`src/rtl/axi_adc_jesd204_pnmon_pkg.sv`:
```
// Shared constants and types for the JESD204 ADC PN monitor.
package axi_adc_jesd204_pnmon_pkg;

    // PN9: x^9 + x^5 + 1, PN23: x^23 + x^18 + 1 (ITU-T O.150, uninverted)
    localparam int unsigned PN9_WIDTH  = 9;
    localparam int unsigned PN9_TAP    = 5;
    localparam int unsigned PN23_WIDTH = 23;
    localparam int unsigned PN23_TAP   = 18;

    // Error counter holds here instead of wrapping
    localparam logic [31:0] PN_ERR_CNT_MAX = 32'hFFFF_FFFF;

    typedef enum logic {
        PN_OOS    = 1'b0,
        PN_LOCKED = 1'b1
    } pn_state_t;

endpackage

```
`src/rtl/axi_adc_jesd204_pnstep.sv`:
```
// Combinational PN generator: continues the selected PN sequence from the
// last 9/23 stream bits of a seed beat and returns the next full beat.
// Stream order: samples in index order, each sample MSB first.
module axi_adc_jesd204_pnstep
    import axi_adc_jesd204_pnmon_pkg::*;
#(
    parameter int DATA_PATH_WIDTH = 4
) (
    input  logic                          pnseq_sel,
    input  logic [DATA_PATH_WIDTH*16-1:0] seed,
    output logic [DATA_PATH_WIDTH*16-1:0] pn_data
);

    localparam int unsigned BW = DATA_PATH_WIDTH * 16;
    localparam int unsigned HW = PN23_WIDTH + BW;

    // Stream position p lives at bit (p/16)*16 + 15 - p%16 of a beat.
    // h[] holds the stream in time order: 23 seed bits followed by BW new bits.
    function automatic logic [BW-1:0] pn_next(input logic [BW-1:0] seed_beat,
                                              input logic          sel);
        logic [HW-1:0] h;
        logic [BW-1:0] beat;
        int unsigned   p;
        int unsigned   n;
        h    = '0;
        beat = '0;
        for (int unsigned k = 0; k < PN23_WIDTH; k++) begin
            p    = BW - PN23_WIDTH + k;
            h[k] = seed_beat[(p / 16) * 16 + 15 - (p % 16)];
        end
        for (int unsigned k = 0; k < BW; k++) begin
            n = PN23_WIDTH + k;
            if (sel) h[n] = h[n - PN23_WIDTH] ^ h[n - PN23_TAP];
            else     h[n] = h[n - PN9_WIDTH]  ^ h[n - PN9_TAP];
            beat[(k / 16) * 16 + 15 - (k % 16)] = h[n];
        end
        return beat;
    endfunction

    // Expected next beat from the current seed
    always_comb begin
        pn_data = pn_next(seed, pnseq_sel);
    end

endmodule

```
`src/rtl/axi_adc_jesd204_pnmon.sv`:
```
// JESD204 ADC PN monitor: checks received beats against PN9/PN23, tracks
// lock with a run counter and counts mismatched beats while locked.
// Stage 1 registers the per-beat match flag, stage 2 updates state/counters.
module axi_adc_jesd204_pnmon
    import axi_adc_jesd204_pnmon_pkg::*;
#(
    parameter int DATA_PATH_WIDTH = 4,
    parameter int OOS_THRESHOLD   = 16
) (
    input  logic                          adc_clk,
    input  logic                          adc_rst,
    input  logic                          adc_valid,
    input  logic [DATA_PATH_WIDTH*16-1:0] adc_data,
    input  logic                          adc_pnseq_sel,
    input  logic                          adc_pn_err_clr,
    output logic                          adc_pn_oos,
    output logic                          adc_pn_err,
    output logic [31:0]                   adc_pn_err_cnt
);

    localparam int unsigned BW       = DATA_PATH_WIDTH * 16;
    localparam logic [7:0]  RUN_LAST = 8'(OOS_THRESHOLD - 1);

    logic [BW-1:0] seed_q;
    logic [BW-1:0] pn_exp;
    logic          seeded_q;
    logic          sel_q;
    logic          sel_chg;
    logic          beat_match;
    logic          s1_valid_q;
    logic          s1_match_q;

    pn_state_t     state_q, state_nxt;
    logic [7:0]    run_q, run_nxt;
    logic          err_q, err_nxt;
    logic [31:0]   err_cnt_q, err_cnt_nxt;

    axi_adc_jesd204_pnstep #(
        .DATA_PATH_WIDTH(DATA_PATH_WIDTH)
    ) i_pnstep (
        .pnseq_sel (adc_pnseq_sel),
        .seed      (seed_q),
        .pn_data   (pn_exp)
    );

    assign sel_chg    = (adc_pnseq_sel != sel_q);
    assign beat_match = seeded_q && (adc_data == pn_exp) && (adc_data != '0);

    // Stage 1: register match flag and advance the seed on each valid beat.
    // A sequence change restarts seeding; a beat arriving with it becomes the seed.
    always_ff @(posedge adc_clk or posedge adc_rst) begin
        if (adc_rst) begin
            seed_q     <= '0;
            seeded_q   <= 1'b0;
            sel_q      <= 1'b0;
            s1_valid_q <= 1'b0;
            s1_match_q <= 1'b0;
        end else begin
            sel_q      <= adc_pnseq_sel;
            s1_valid_q <= adc_valid && !sel_chg;
            if (sel_chg) begin
                s1_match_q <= 1'b0;
                seeded_q   <= adc_valid;
                if (adc_valid) seed_q <= adc_data;
            end else if (adc_valid) begin
                s1_match_q <= beat_match;
                seeded_q   <= 1'b1;
                seed_q     <= (state_q == PN_OOS) ? adc_data : pn_exp;
            end
        end
    end

    // Stage 2 registers: lock state, run counter, error pulse and count
    always_ff @(posedge adc_clk or posedge adc_rst) begin
        if (adc_rst) begin
            state_q   <= PN_OOS;
            run_q     <= '0;
            err_q     <= 1'b0;
            err_cnt_q <= '0;
        end else begin
            state_q   <= state_nxt;
            run_q     <= run_nxt;
            err_q     <= err_nxt;
            err_cnt_q <= err_cnt_nxt;
        end
    end

    // Stage 2 next-state: count match runs in OOS, mismatch runs in LOCKED
    always_comb begin
        state_nxt   = state_q;
        run_nxt     = run_q;
        err_nxt     = 1'b0;
        err_cnt_nxt = err_cnt_q;
        if (sel_chg) begin
            state_nxt = PN_OOS;
            run_nxt   = '0;
        end else if (s1_valid_q) begin
            if (state_q == PN_OOS) begin
                if (!s1_match_q) begin
                    run_nxt = '0;
                end else if (run_q == RUN_LAST) begin
                    state_nxt = PN_LOCKED;
                    run_nxt   = '0;
                end else begin
                    run_nxt = run_q + 8'd1;
                end
            end else begin
                if (s1_match_q) begin
                    run_nxt = '0;
                end else begin
                    err_nxt = 1'b1;
                    if (err_cnt_q != PN_ERR_CNT_MAX) err_cnt_nxt = err_cnt_q + 32'd1;
                    if (run_q == RUN_LAST) begin
                        state_nxt = PN_OOS;
                        run_nxt   = '0;
                    end else begin
                        run_nxt = run_q + 8'd1;
                    end
                end
            end
        end
        if (adc_pn_err_clr) err_cnt_nxt = '0;
    end

    assign adc_pn_oos     = (state_q == PN_OOS);
    assign adc_pn_err     = err_q;
    assign adc_pn_err_cnt = err_cnt_q;

endmodule

```
`config.mk`:
```
export PLATFORM = sky130hd
export DESIGN_NAME = axi_adc_jesd204_pnmon
export DESIGN_NICKNAME = d
export VERILOG_FILES = /design/src/rtl/axi_adc_jesd204_pnmon_pkg.sv /design/src/rtl/axi_adc_jesd204_pnstep.sv /design/src/rtl/axi_adc_jesd204_pnmon.sv
export SDC_FILE = /design/constraint.sdc
export NUM_CORES = 1
export LEC_CHECK = 0
export ABC_AREA = 1
export BUFFER_PORTS_ARGS = -buffer_cell sky130_fd_sc_hd__buf_2
export CAP_MARGIN = 20
export CORE_ASPECT_RATIO = 0.9
export CORE_MARGIN = 10
export CORE_UTILIZATION = 60
export DETAILED_ROUTE_END_ITERATION = 10
export PLACE_DENSITY = 0.83
export SETUP_SLACK_MARGIN = 0.1
export SLEW_MARGIN = 20
export SYNTH_ARGS = -nofsm -noshare
export SYNTH_HDL_FRONTEND = slang
export SYNTH_SLANG_ARGS = --single-unit
```
`constraint.sdc`:
```
create_clock -name adc_clk -period 11.2 [get_ports adc_clk]
set_input_delay 1.68 -clock adc_clk [delete_from_list [all_inputs] [get_ports adc_clk]]
set_output_delay 1.68 -clock adc_clk [all_outputs]
set_load 0.02 [all_outputs]
```
# Yosys cells after proc, flatten, opt, wreduce, memory -nomap -nowiden
# Cells that the tools add are included.
classes:
  n_mul: 0
  order_cmp: 0
  n_mux: 95
  reduce_logical: 11
  n_addsub: 2
  n_bitwise: 129
  shift: 0
  div: 0
  n_eq_ne: 6
op_table:
  columns: ["op", "count"]
  rows:
  - ["$mux 64", 4]
  - ["$mux 32", 6]
  - ["$xor 1x1->1", 128]
  - ["$mux 1", 79]
  - ["$eq 64x64->1", 1]
  - ["$reduce_bool 64->1", 1]
  - ["$mux 8", 6]
  - ["$add 32x1->32 const B", 1]
  - ["$ne 32x32->1 const B", 1]
  - ["$reduce_bool 2->1", 5]
  - ["$add 8x1->8 const B", 1]
  - ["$eq 8x4->1 const B", 1]
  - ["$reduce_and 5->1", 1]
  - ["$ne 2x2->1 const B", 2]
  - ["$logic_and 1x1->1", 3]
  - ["$logic_not 1->1", 1]
  - ["$ne 1x1->1", 1]
  - ["$not 1->1", 1]
totals:
  inputBits: 69
  latch_bits: 0
  ramBits: 0
  elab_cells: 252
  output_inout_bits: 34
  romBits: 0
  memories: 0
  ff_bits: 110

# Depth between registers and ports, before layout
# Gate-level depths: netlist of run 1.
depth:
  depth_word: 31
  mapped_depth: 46
  ltp_nobuf: 46

# Hierarchy
# A second synthesis of run 1 with hierarchy kept.
hier_totals:
  cells_unflattened: 1716
  area_unflattened_um2: 10203.5
modules_own_cells:
  columns: ["mod", "seq_area_each_um2", "cells_each", "area_each_um2", "n_inst"]
  rows:
  - ["axi_adc_jesd204_pnmon", 2752.6, 1195, 7374.6, 1]
  - ["axi_adc_jesd204_pnstep", 0.0, 521, 2829.0, 1]

# Least setup slack after synthesis of run 1
# No wires, ideal clock.
synth_timing:
  path_kind: "input port to flip-flop"
  start: "in adc_pnseq_sel"
  end: "reg s1_match_q"
  cell_stages: 43
  arrival_ns: 4.644
  path_buffers: 1
  t_required_ns: 11.083
  slack_ns: 6.439
  setup_ns: 0.117
  path_cell_list: "inv_2 buf_6 nand2_1 inv_2 nand2_2 nand3_4 inv_4 nand2_1 nand3_2 nand2_1 nand2_4 nand2_1 nand3_2 nand2_4 inv_2 nand2_1 nand3_2 nand2_2 [... 7 more ...] nand2_1 nand3_2 nand2_4 inv_2 nand2_1 nand3_2 nand2_2 nand2_1 nand2_1 nand2_2 nand2_1 nand3_1 nand2_1 nand2_1 nand3_1 nor2_1 nand2_1 nand2_1"
synth_between:
  elab_chain_len: 30
  word_cells_on_any_way: 176
  cone_classes: "eq/ne (2); mux (66); bitwise (105); reduce/logical (3)"
synth_rtl:
  columns: ["element", "line_no", "rtl"]
  rows:
  - ["start: declaration", "axi_adc_jesd204_pnmon.sv:14", "input logic adc_pnseq_sel,"]
  - ["$mux 1", "axi_adc_jesd204_pnstep.sv:33", "if (sel) h[n] = h[n - PN23_WIDTH] ^ h[n - PN23_TAP];"]
  - ["$xor 1x1->1", "axi_adc_jesd204_pnstep.sv:34", "else h[n] = h[n - PN9_WIDTH] ^ h[n - PN9_TAP];"]
  - ["$mux 1", "axi_adc_jesd204_pnstep.sv:33", null]
  - ["$xor 1x1->1", "axi_adc_jesd204_pnstep.sv:34", null]
  - ["$mux 1", "axi_adc_jesd204_pnstep.sv:33", null]
  - ["$xor 1x1->1", "axi_adc_jesd204_pnstep.sv:34", null]
  - ["$mux 1", "axi_adc_jesd204_pnstep.sv:33", null]
  - ["$xor 1x1->1", "axi_adc_jesd204_pnstep.sv:34", null]
  - ["[... 13 more ...]", null, null]
  - ["$xor 1x1->1", "axi_adc_jesd204_pnstep.sv:34", null]
  - ["$mux 1", "axi_adc_jesd204_pnstep.sv:33", null]
  - ["$xor 1x1->1", "axi_adc_jesd204_pnstep.sv:34", null]
  - ["$mux 1", "axi_adc_jesd204_pnstep.sv:33", null]
  - ["$eq 64x64->1", "axi_adc_jesd204_pnmon.sv:47", "assign beat_match = seeded_q && (adc_data == pn_exp) && (adc_data != '0);"]
  - ["$logic_and 1x1->1 (2 in a row)", "axi_adc_jesd204_pnmon.sv:47", null]
  - ["$mux 1", "axi_adc_jesd204_pnmon.sv:65", "end else if (adc_valid) begin"]
  - ["$mux 1", "axi_adc_jesd204_pnmon.sv:61", "if (sel_chg) begin"]
  - ["end signal: assignment", "axi_adc_jesd204_pnmon.sv:66", "s1_match_q <= beat_match;"]
  - ["end: declaration", "axi_adc_jesd204_pnmon.sv:31", "logic s1_match_q;"]
# Parallel ways exist; a longest one is shown, timed or not. The select of a mux whose other input is x is not followed.
# A chain may end at the register's enable or synchronous reset.

# Worst setup path in the final report of run 1
layout_timing:
  start: "in adc_pnseq_sel"
  end: "reg seed_q[50]"
layout_between:
  elab_chain_len: 28
  word_cells_on_any_way: 119
  cone_classes: "eq/ne (1); mux (49); bitwise (69)"
layout_rtl:
  columns: ["element", "line_no", "rtl"]
  rows:
  - ["$mux 1", "axi_adc_jesd204_pnstep.sv:33", null]
  - ["$xor 1x1->1", "axi_adc_jesd204_pnstep.sv:34", null]
  - ["$mux 1", "axi_adc_jesd204_pnstep.sv:33", null]
  - ["$xor 1x1->1", "axi_adc_jesd204_pnstep.sv:34", null]
  - ["$mux 1", "axi_adc_jesd204_pnstep.sv:33", null]
  - ["$xor 1x1->1", "axi_adc_jesd204_pnstep.sv:34", null]
  - ["$mux 1", "axi_adc_jesd204_pnstep.sv:33", null]
  - ["$xor 1x1->1", "axi_adc_jesd204_pnstep.sv:34", null]
  - ["[... 12 more ...]", null, null]
  - ["$mux 1", "axi_adc_jesd204_pnstep.sv:33", null]
  - ["$xor 1x1->1", "axi_adc_jesd204_pnstep.sv:34", null]
  - ["$mux 1", "axi_adc_jesd204_pnstep.sv:33", null]
  - ["$xor 1x1->1", "axi_adc_jesd204_pnstep.sv:34", null]
  - ["$mux 1", "axi_adc_jesd204_pnstep.sv:33", null]
  - ["$mux 64", "axi_adc_jesd204_pnmon.sv:68", "seed_q <= (state_q == PN_OOS) ? adc_data : pn_exp;"]
  - ["$mux 64", "axi_adc_jesd204_pnmon.sv:65", null]
  - ["$mux 64 (*)", "axi_adc_jesd204_pnmon.sv:61", null]
  - ["end signal: assignment", "axi_adc_jesd204_pnmon.sv:64", "if (adc_valid) seed_q <= adc_data;"]
  - ["end signal: assignment", "axi_adc_jesd204_pnmon.sv:68", null]
  - ["end: declaration", "axi_adc_jesd204_pnmon.sv:24", "logic [BW-1:0] seed_q;"]
# Mark *: on every way between the ends. The rest lies on a longest branch, timed or not. The select of a mux whose other input is x is not followed.

==> results.toml, run 1 <==
[status]
status = "finished, final reports clean"

[critical_path]
critPathMostFrequentCell = "nand2_2"
crit_path_end_kind = "register"
arrival_ns = 6.96
rr_startpoint = "seed_q[52]"
path_max_fanout = 54
reg2regPathDepth = 41
ff2ff_setup_slack_ns = 6.50
worst_setup_path_start_kind = "input port"
worstSetupPathType = "in -> reg"
reg2reg_to = "seed_q[51]"
max_stage_delay_ns = 0.71
crit_required_ns = 11.40
cp_slowest_cell = "buf_4"

[clocking]
holdBufCountCts = 0
clk_pin_slew_ns = 0.06
ctsResizeCount = 0
htree_levels = 3
clockBufferDepth = 2
cts.sinks = 69
clock_latency_ns = 0.33
post_cts_buffers = 0
numCtsBuffers = 9
root_buffer = "clkbuf_16"
cts_tree = "yes"

[yosys]
synth_nets = 1273
syn_area_um2 = 7476
syn_inst = 1202
yosysSeqAreaShare_pct = 23.10
yosys.area.top_type = "dfrtp_1"
synthArstFlopShare_pct = 100.0
yosysMostFrequentCell = "nand2_1"
synth-main-ff-cell = "dfrtp_1"
synth_common_cells = "nand2_1, inv_1, nand3_1"
synth_area_leaders = "dfrtp_1, nand2_1, inv_1, nand3_1, nand3_2"
synth_edf_count = 0
yosys_warnings = 0
avgSynthCellArea_um2 = 6.220
yosysTopAreaCellShare_pct = 23.10
synth-seq-cells = 69
ys_types = 43

[die]
start_util_pct = 61.66
rows = 38
ioPinCount = 103
die_w_um = 137.7
dieHeight_um = 125.9
die_area_um2 = 17330
core_um2 = 12120

[global_routing]
grt.overflow.total = 0
grt_max_degree = 70
antenna_found_initial = 0
grt_pass1_vias = 7549
grtUsageTotal_pct = 26.91
grt_pass1_wl_um = 38260

[layout]
final_nets = 1366
multi_input_area_um2 = 4868
design_area_um2 = 8373
post_route_cells_drive_above_1_share_pct = 22.25
n_antenna_cell = 0
nFillCells = 1115
regArea_um2 = 1727
syn2layout_area_growth_pct = 12.00

[min_path]
min-delay-path-class = "reg -> reg"
min_to = "run_q[7]"
min_delay_path_depth = 1
min_from = "run_q[7]"

[sta]
fin_crit_sh_pct = 60.36
hold_violations = 0
finalSetupTns_ns = 0
min_period_ns = 6.760
slew_headroom_pct = 34.04
slew_violations = 0
fmax_mhz = 147.9
tightest_slew_ns = 0.9791
finalSetupViolCount = 0
rsz0062_at_grt = "false"
skew_ns = 0.006393

[power]
power-per-cell-area_nw_per_um2 = 141.0
p_seq_share_pct = 22.7
p_leak_nw = 4.322
switchingPower_w = 0.0005555
swShare_pct = 47.05
peakVddDrop_uv = 100.2
p_int_w = 0.0006251
combPwrFrac_pct = 53.5
p_clk_share_pct = 23.8

[detailed_routing]
drc = 0
finalWirelength_um = 23810
drtIter0Drc = 969
drt_first_pass_iters = 6
antenna_left = 0
via_per_inst = 5.665
wl_per_cell_um = 16.32
vias = 8265

[placed_design]
portBuffers = 102
place_area_um2 = 8083
dp_hpwl_um = 18710
gp_congestion = 0.9763

[job]
cap_violations = 0
==> placed cells by master, fill, tap and decap left out, types with 8 or more instances in the layout <==
| cell | instances |
|---|---|
| a21oi_1 | 59 |
| buf_2 | 102 |
| clkbuf_16 | 9 |
| dfrtp_1 | 69 |
| inv_1 | 163 |
| inv_2 | 27 |
| nand2_1 | 286 |
| nand2_2 | 63 |
| nand2_4 | 18 |
| nand3_1 | 117 |
| nand3_2 | 40 |
| nand4_1 | 20 |
| nor2_1 | 101 |
| nor3_1 | 17 |
| nor4_1 | 8 |
| o21ai_0 | 80 |
| o22ai_1 | 8 |
| xnor2_1 | 15 |
| xor2_1 | 34 |
==> how the worst max path moves through the flow <==
| stage | from | end | slack (ns) | depth (start not counted) |
|---|---|---|---|---|
| final | adc_pnseq_sel | seed_q[50] | 4.44 | 39 |
| after global routing | adc_pnseq_sel | seed_q[50] | 3.94 | 39 |
| after CTS | adc_pnseq_sel | seed_q[51] | 4.57 | 37 |
| after detailed placement | adc_pnseq_sel | seed_q[51] | 4.30 | 37 |
| after global placement | adc_pnseq_sel | seed_q[51] | 4.38 | 37 |
| after floorplan | adc_pnseq_sel | s1_match_q | 6.44 | 43 |
==> power groups by stage <==
stage	registers, W	clock network [W]	logic [W]
after floorplan	0.000269	0	0.000481
after global placement	0.000272	0	0.000611
after detailed placement	0.000272	0	0.000614
after CTS	0.000267	0.000282	0.000618
after global routing	0.000269	0.000292	0.000699
final	0.000268	0.000281	0.000632
==> cell families (layout without fill, tap and decap cells) <==
kind of cell	count (synthesis)	after routing	share of synthesized area, %
buf+inv	220	317	11.78
fa+ha+maj	2	2	0.3347
compound gates	174	174	12.59
simple gates	686	686	46.03
xor+xnor	51	51	6.176
flops	69	69	23.10
==> per-stage QoR <==
stage	setup WS (ns)	total power, W	hold WS [ns]	std cells	utilization (%)
after floorplan	6.439	0.0007504	0.4341	1202	-
after global placement	4.383	0.0008823	0.4573	1444	66.67
after detailed placement	4.296	0.0008855	0.4637	1444	66.67
after CTS	4.568	0.001167	0.4733	1459	69.06
after global routing	3.941	0.001261	0.4972	1459	69.06
final	4.440	0.001181	0.4729	1459	69.06
==> area by class of cell <==
cell class | count | area share (%)
Tap cell | 160 | 2.391
Inverter | 194 | 8.742
Timing Repair Buffer | 108 | 6.635
Clock inverter | 6 | 0.7770
Clock buffer | 9 | 2.690
Sequential cell | 69 | 20.62
Multi-Input combinational cell | 913 | 58.14
==> metal layers <==
layer | global-route usage, % | up-vias | wire length, µm
li1 | - | 4051 | -
met5 | 0 | - | 0
met1 | 39.64 | 3736 | 10650
met2 | 38.27 | 448 | 10000
met4 | 5.514 | 0 | 351
met3 | 7.194 | 30 | 2804
==> flip-flops by register name (all words and copies together), names as in the netlist <==
register        flops
adc_pn_err_cnt     32
seed_q             23
run_q               8
adc_pn_err          1
s1_match_q          1
s1_valid_q          1
seeded_q            1
sel_q               1
state_q             1
==> worst max-delay path: cells and delay by family <==
| family | cells | cell delay [ns] |
|---|---|---|
| AO/OA/AOI/OAI | 5 | 0.75 |
| AND/OR/NAND/NOR | 28 | 2.63 |
| buffers and inverters | 6 | 1.80 |
Power figures use the tool's default switching activity.
==> run 2: changes to the inputs <==
--- a/config.mk
+++ b/config.mk
@@ -10,9 +10,9 @@
 export CAP_MARGIN = 20
 export CORE_ASPECT_RATIO = 0.9
 export CORE_MARGIN = 10
-export CORE_UTILIZATION = 60
+export CORE_UTILIZATION = 54
 export DETAILED_ROUTE_END_ITERATION = 10
-export PLACE_DENSITY = 0.83
+export PLACE_DENSITY = 0.79
 export SETUP_SLACK_MARGIN = 0.1
 export SLEW_MARGIN = 20
 export SYNTH_ARGS = -nofsm -noshare
==> constraint.sdc (replaced) <==
create_clock -name adc_clk -period 5.7 [get_ports adc_clk]
set_input_delay 0.855 -clock adc_clk [delete_from_list [all_inputs] [get_ports adc_clk]]
set_output_delay 0.855 -clock adc_clk [all_outputs]
set_load 0.02 [all_outputs]
==> run 2 against run 1 <==
Sequential share of layout area is essentially flat; hold slack gained 0.025 ns; worst setup slack worse by 3.7 ns; via count is 1.4% lower; clock power up 75%; sequential power is 97% higher; global-route usage shrank 2.4 points; first-iteration DRC count decreased by 3.4%; power grew 92%; non-clock buffer count is 2 higher; largest power group unchanged.
==> results.toml, run 2 (synthesized netlist as in run 1, its figures left out) <==
[layout]
regArea_um2 = 1727
post_route_cells_drive_above_1_share_pct = 22.17
multi_input_area_um2 = 4868
final_cell_mix = "nand2_1, inv_1, nand3_1, buf_2, nor2_1"
nFillCells = 1283
syn2layout_area_growth_pct = 12.03
layout_commonest_cell = "nand2_1"
largest_reg_flops = 32
final_nets = 1368
n_antenna_cell = 0
fin_util_pct = 62.21

[power]
p_leak_nw = 4.318
power-per-cell-area_nw_per_um2 = 271.1
peakVddDrop_uv = 259.7

[critical_path]
path_max_fanout = 24
worstSetupPathType = "in -> reg"
max_stage_delay_ns = 0.38
worst_setup_path_start_kind = "input port"
crit_required_ns = 5.92
critPathMostFrequentCell = "nand2_1"
crit_path_end_kind = "register"
arrival_ns = 5.17
cp_slowest_cell = "inv_2"

[sta]
finalSetupViolCount = 0
slew_violations = 0
slew_headroom_pct = 39.83
timing.hold.ws_ns = 0.4976
finalSetupTns_ns = 0
rsz0062_at_grt = "false"
min_period_ns = 4.950
tightest_slew_ns = 0.8931
fin_crit_sh_pct = 86.84
fmax_mhz = 202.0
skew_ns = 0.005805
hold_violations = 0

[global_routing]
grt.overflow.total = 0
grtUsageTotal_pct = 24.49
antenna_found_initial = 2
grt_pass1_wl_um = 38230
grt_pass1_vias = 7404
grt_max_degree = 70

[detailed_routing]
antenna_left = 0
drtIter0Drc = 936
vias = 8152
drc = 0
wl_per_cell_um = 16.06
finalWirelength_um = 23560
drt_first_pass_iters = 8
via_per_inst = 5.557

[min_path]
min-delay-path-class = "reg -> reg"

[die]
ioPinCount = 103
rows = 40
die_w_um = 144.0
die_area_um2 = 18960
dieHeight_um = 131.6
core_um2 = 13460
start_util_pct = 55.53

[placed_design]
portBuffers = 102
dp_hpwl_um = 19170
gp_congestion = 0.9718

[clocking]
cts_tree = "yes"
post_cts_buffers = 0
ctsResizeCount = 0
cts.sinks = 69
holdBufCountCts = 0
numCtsBuffers = 9
clockBufferDepth = 2
root_buffer = "clkbuf_16"
htree_levels = 3
clock_latency_ns = 0.33
clk_pin_slew_ns = 0.05

[job]
cap_violations = 0

[status]
status = "finished, final reports clean"
run 2: changes by cell type in the layout (fill, tap and decap cells not counted), sizes merged:
cell	delta
clkbuf	+2
clkinv	-3
bufinv	-1
buf	+2
run 2: where the power goes:
part           leakage (nW)  internal [W]  switching, W
Combinational          3.28      0.000389      0.000863
Sequential            0.916      0.000507     0.0000210
Clock                 0.123      0.000298      0.000193
Total                  4.32       0.00119       0.00108
run 2: through the flow:
step                      total power, W  area [µm²]  std cells  worst slack (ns)
after floorplan                 0.001475        7476       1202             1.764
after global placement          0.001754        8120       1454            0.5127
after detailed placement        0.001757        8120       1454            0.5063
after CTS                       0.002250        8376       1467            0.8348
after global routing            0.002438        8376       1467            0.3960
final                           0.002270        8376       1467            0.7503
run 2: final timing paths:
check / startpoint / end / slack (ns) / cells past startpoint
min in group asynchronous: adc_rst / adc_pn_err_cnt[3] / 0.77 / 3
worst max register to register: seed_q[48] / s1_match_q / 1.08 / 39
max in group asynchronous: adc_rst / adc_pn_err_cnt[16] / 4.37 / 3
worst min-delay path: run_q[7] / run_q[7] / 0.50 / 1
worst max-delay path: adc_pnseq_sel / s1_match_q / 0.75 / 43
worst min register to register: run_q[7] / run_q[7] / 0.50 / 1
run 2: critical path, delay by kind of cell:
family	cells	cell delay [ns]
buf+inv	7	0.87
simple gates	36	3.42
run 2: per-layer routing:
layer | part of all wire (%) | vias up | wire length, µm | global-route usage [%]
met5 | 0.093 | - | 22 | 0
met4 | 1.5 | 4 | 344 | 4.478
met3 | 12 | 24 | 2736 | 7.601
met2 | 42 | 372 | 9836 | 34.15
met1 | 45 | 3705 | 10620 | 36.06
li1 | - | 4047 | - | -
run 2: final cells by class:
type                            count  share of cell area (%)
Clock buffer                       11                   2.898
Clock inverter                      2                  0.1494
Inverter                          194                   8.739
Multi-Input combinational cell    913                   58.13
Sequential cell                    69                   20.62
Tap cell                          168                   2.510
Timing Repair Buffer              110                   6.961
==> run 3: changes to the inputs <==
--- a/config.mk
+++ b/config.mk
@@ -5,7 +5,6 @@
 export SDC_FILE = /design/constraint.sdc
 export NUM_CORES = 1
 export LEC_CHECK = 0
-export ABC_AREA = 1
 export BUFFER_PORTS_ARGS = -buffer_cell sky130_fd_sc_hd__buf_2
 export CAP_MARGIN = 20
 export CORE_ASPECT_RATIO = 0.9
==> run 3 against run 2 <==
Utilization increased by 0.10 points; maximum frequency grew 11%; clock power is 1% higher; clock-buffer cell count rose by 1; sequential share of layout area about the same; critical endpoint unchanged; register-to-register slack improved by 0.18 ns; synthesized cell count down 28%; sequential power grew 6.6%.
==> results.toml, run 3 <==
[yosys]
yosysTopAreaCellShare_pct = 23.24
synth-main-ff-cell = "dfrtp_1"
synthArstFlopShare_pct = 100.0
synth_area_leaders = "dfrtp_1, xnor2_1, xor2_1, xnor3_1, nor2_1"
yosys_warnings = 0
synth-seq-cells = 69
synth_common_cells = "xnor2_1, nor2_1, xor2_1"
yosys.area.top_type = "dfrtp_1"
syn_inst = 862
avgSynthCellArea_um2 = 8.619
synth_nets = 933
synth_edf_count = 0
yosysSeqAreaShare_pct = 23.24
syn_area_um2 = 7430
ys_types = 70
yosysMostFrequentCell = "xnor2_1"

[clocking]
clk_pin_slew_ns = 0.05
clock_latency_ns = 0.33
clockBufferDepth = 2
root_buffer = "clkbuf_16"
cts_tree = "yes"
numCtsBuffers = 9
ctsResizeCount = 0
htree_levels = 3
post_cts_buffers = 0
cts.sinks = 69
holdBufCountCts = 0

[placed_design]
portBuffers = 102
gp_congestion = 1.083
dp_hpwl_um = 20580

[die]
die_area_um2 = 18860
core_um2 = 13410
ioPinCount = 103
start_util_pct = 55.39
dieHeight_um = 131.3
die_w_um = 143.6
rows = 40

[detailed_routing]
drc = 0
drt_first_pass_iters = 5
antenna_left = 0
finalWirelength_um = 26430
via_per_inst = 6.328
vias = 7056
wl_per_cell_um = 23.70
drtIter0Drc = 1102

[layout]
final_nets = 1015
n_antenna_cell = 0
layout_commonest_cell = "xnor2_1"
largest_reg_flops = 32
fin_util_pct = 62.31
post_route_cells_drive_above_1_share_pct = 16.90
syn2layout_area_growth_pct = 12.50
final_cell_mix = "xnor2_1, buf_2, nor2_1, xor2_1, dfrtp_1"

[power]
power-per-cell-area_nw_per_um2 = 380.1
peakVddDrop_uv = 345.6
switchingPower_w = 0.001445
combPwrFrac_pct = 66.6
p_clk_share_pct = 15.6
total_power_w = 0.003177
p_leak_nw = 3.624
swShare_pct = 45.50
p_int_w = 0.001731
p_seq_share_pct = 17.7

[sta]
hold_violations = 0
finalSetupViolCount = 0
skew_ns = 0.004255
slew_headroom_pct = 21.50
fmax_mhz = 224.0
finalSetupTns_ns = 0
fin_crit_sh_pct = 78.34
tightest_slew_ns = 1.169
slew_violations = 0
rsz0062_at_grt = "false"
min_period_ns = 4.465

[job]
cap_violations = 0

[critical_path]
cp_slowest_cell = "mux2i_2"
path_max_fanout = 23
crit_required_ns = 5.94
worstSetupPathType = "in -> reg"
max_stage_delay_ns = 0.49
worst_setup_path_start_kind = "input port"
critPathMostFrequentCell = "buf_12"
path_cells = "buf_4 > inv_1 > buf_12 > buf_12 > mux2i_2 > xnor2_4 > xnor2_1 > xnor3_1 > o221ai_1 > a311o_1 > or4_1 > nor4_1 > o2111ai_1 > o31ai_2"
crit_path_end_kind = "register"
arrival_ns = 4.71

[global_routing]
grt_pass1_wl_um = 40370
grt.overflow.total = 0
grt_pass1_vias = 6907
grt_max_degree = 82
grtUsageTotal_pct = 27.46
antenna_found_initial = 1

[status]
status = "finished, final reports clean"

[min_path]
min-delay-path-class = "reg -> reg"
## run 3: critical path, delay by kind of cell
| kind | cells | cell delay, ns |
|---|---|---|
| multiplexers | 1 | 0.49 |
| XOR/XNOR | 3 | 0.68 |
| AND/OR/NAND/NOR | 2 | 0.82 |
| AO/OA/AOI/OAI | 4 | 0.86 |
| buffers and inverters | 4 | 0.97 |
## run 3: final cells by class
class	count	area [µm²]
tap	168	210.2
inverter	16	60.06
clock inverter	2	10.01
sequential	69	1727
fill	1182	5055
timing repair buffer	116	655.6
clock buffer	12	256.5
multi-input combinational	732	5439
## run 3: metrics by stage
step / hold WS, ns / instances / worst slack, ns / area [µm²]
global placement: 0.5270 / 1101 / 1.084 / 8092
CTS: 0.5520 / 1115 / 1.306 / 8358
global route: 0.5655 / 1115 / 1.017 / 8358
detailed placement: 0.5452 / 1101 / 0.9811 / 8092
floorplan: 0.4962 / 862 / 1.855 / 7430
finish: 0.5488 / 1115 / 1.235 / 8358
## run 3: power groups by stage
stage / clock, W / sequential [W] / combinational, W
2_1_floorplan: 0 / 0.000527 / 0.00158
3_3_place_gp: 0 / 0.000568 / 0.00205
3_5_place_dp: 0 / 0.000568 / 0.00203
4_1_cts: 0.000503 / 0.000560 / 0.00205
5_1_grt: 0.000529 / 0.000563 / 0.00225
6_report: 0.000497 / 0.000563 / 0.00212
## run 3: cells by family (layout without fill, tap and decap cells)
group           after synthesis  in the layout  synth area share, %
mux                          27             27                3.856
compound gates              140            140                12.28
simple gates                300            300                19.57
fa+ha+maj                     2              2               0.3368
xor+xnor                    263            263                37.17
flops                        69             69                23.24
buf+inv                      61            146                3.553
## run 3: path summary, 6_finish.rpt
kind / start / endpoint / slack, ns / depth (start not counted)
worst max-delay path: adc_pnseq_sel / s1_match_q / 1.23 / 14
worst min-delay path: run_q[1] / run_q[1] / 0.55 / 2
worst max register to register: seed_q[53] / s1_match_q / 1.26 / 11
worst min register to register: run_q[1] / run_q[1] / 0.55 / 2
max in group asynchronous: adc_rst / adc_pn_err_cnt[16] / 4.39 / 3
min in group asynchronous: adc_rst / adc_pn_err_cnt[23] / 0.78 / 3
## run 3: metal layers
metal / GRT usage (%) / wire, µm / share of wire, %
met1: 37.64 / 10680 / 40
met2: 38.64 / 11030 / 42
met3: 9.906 / 3661 / 14
met4: 9.751 / 1065 / 4.0
met5: 0 / 0 / 0
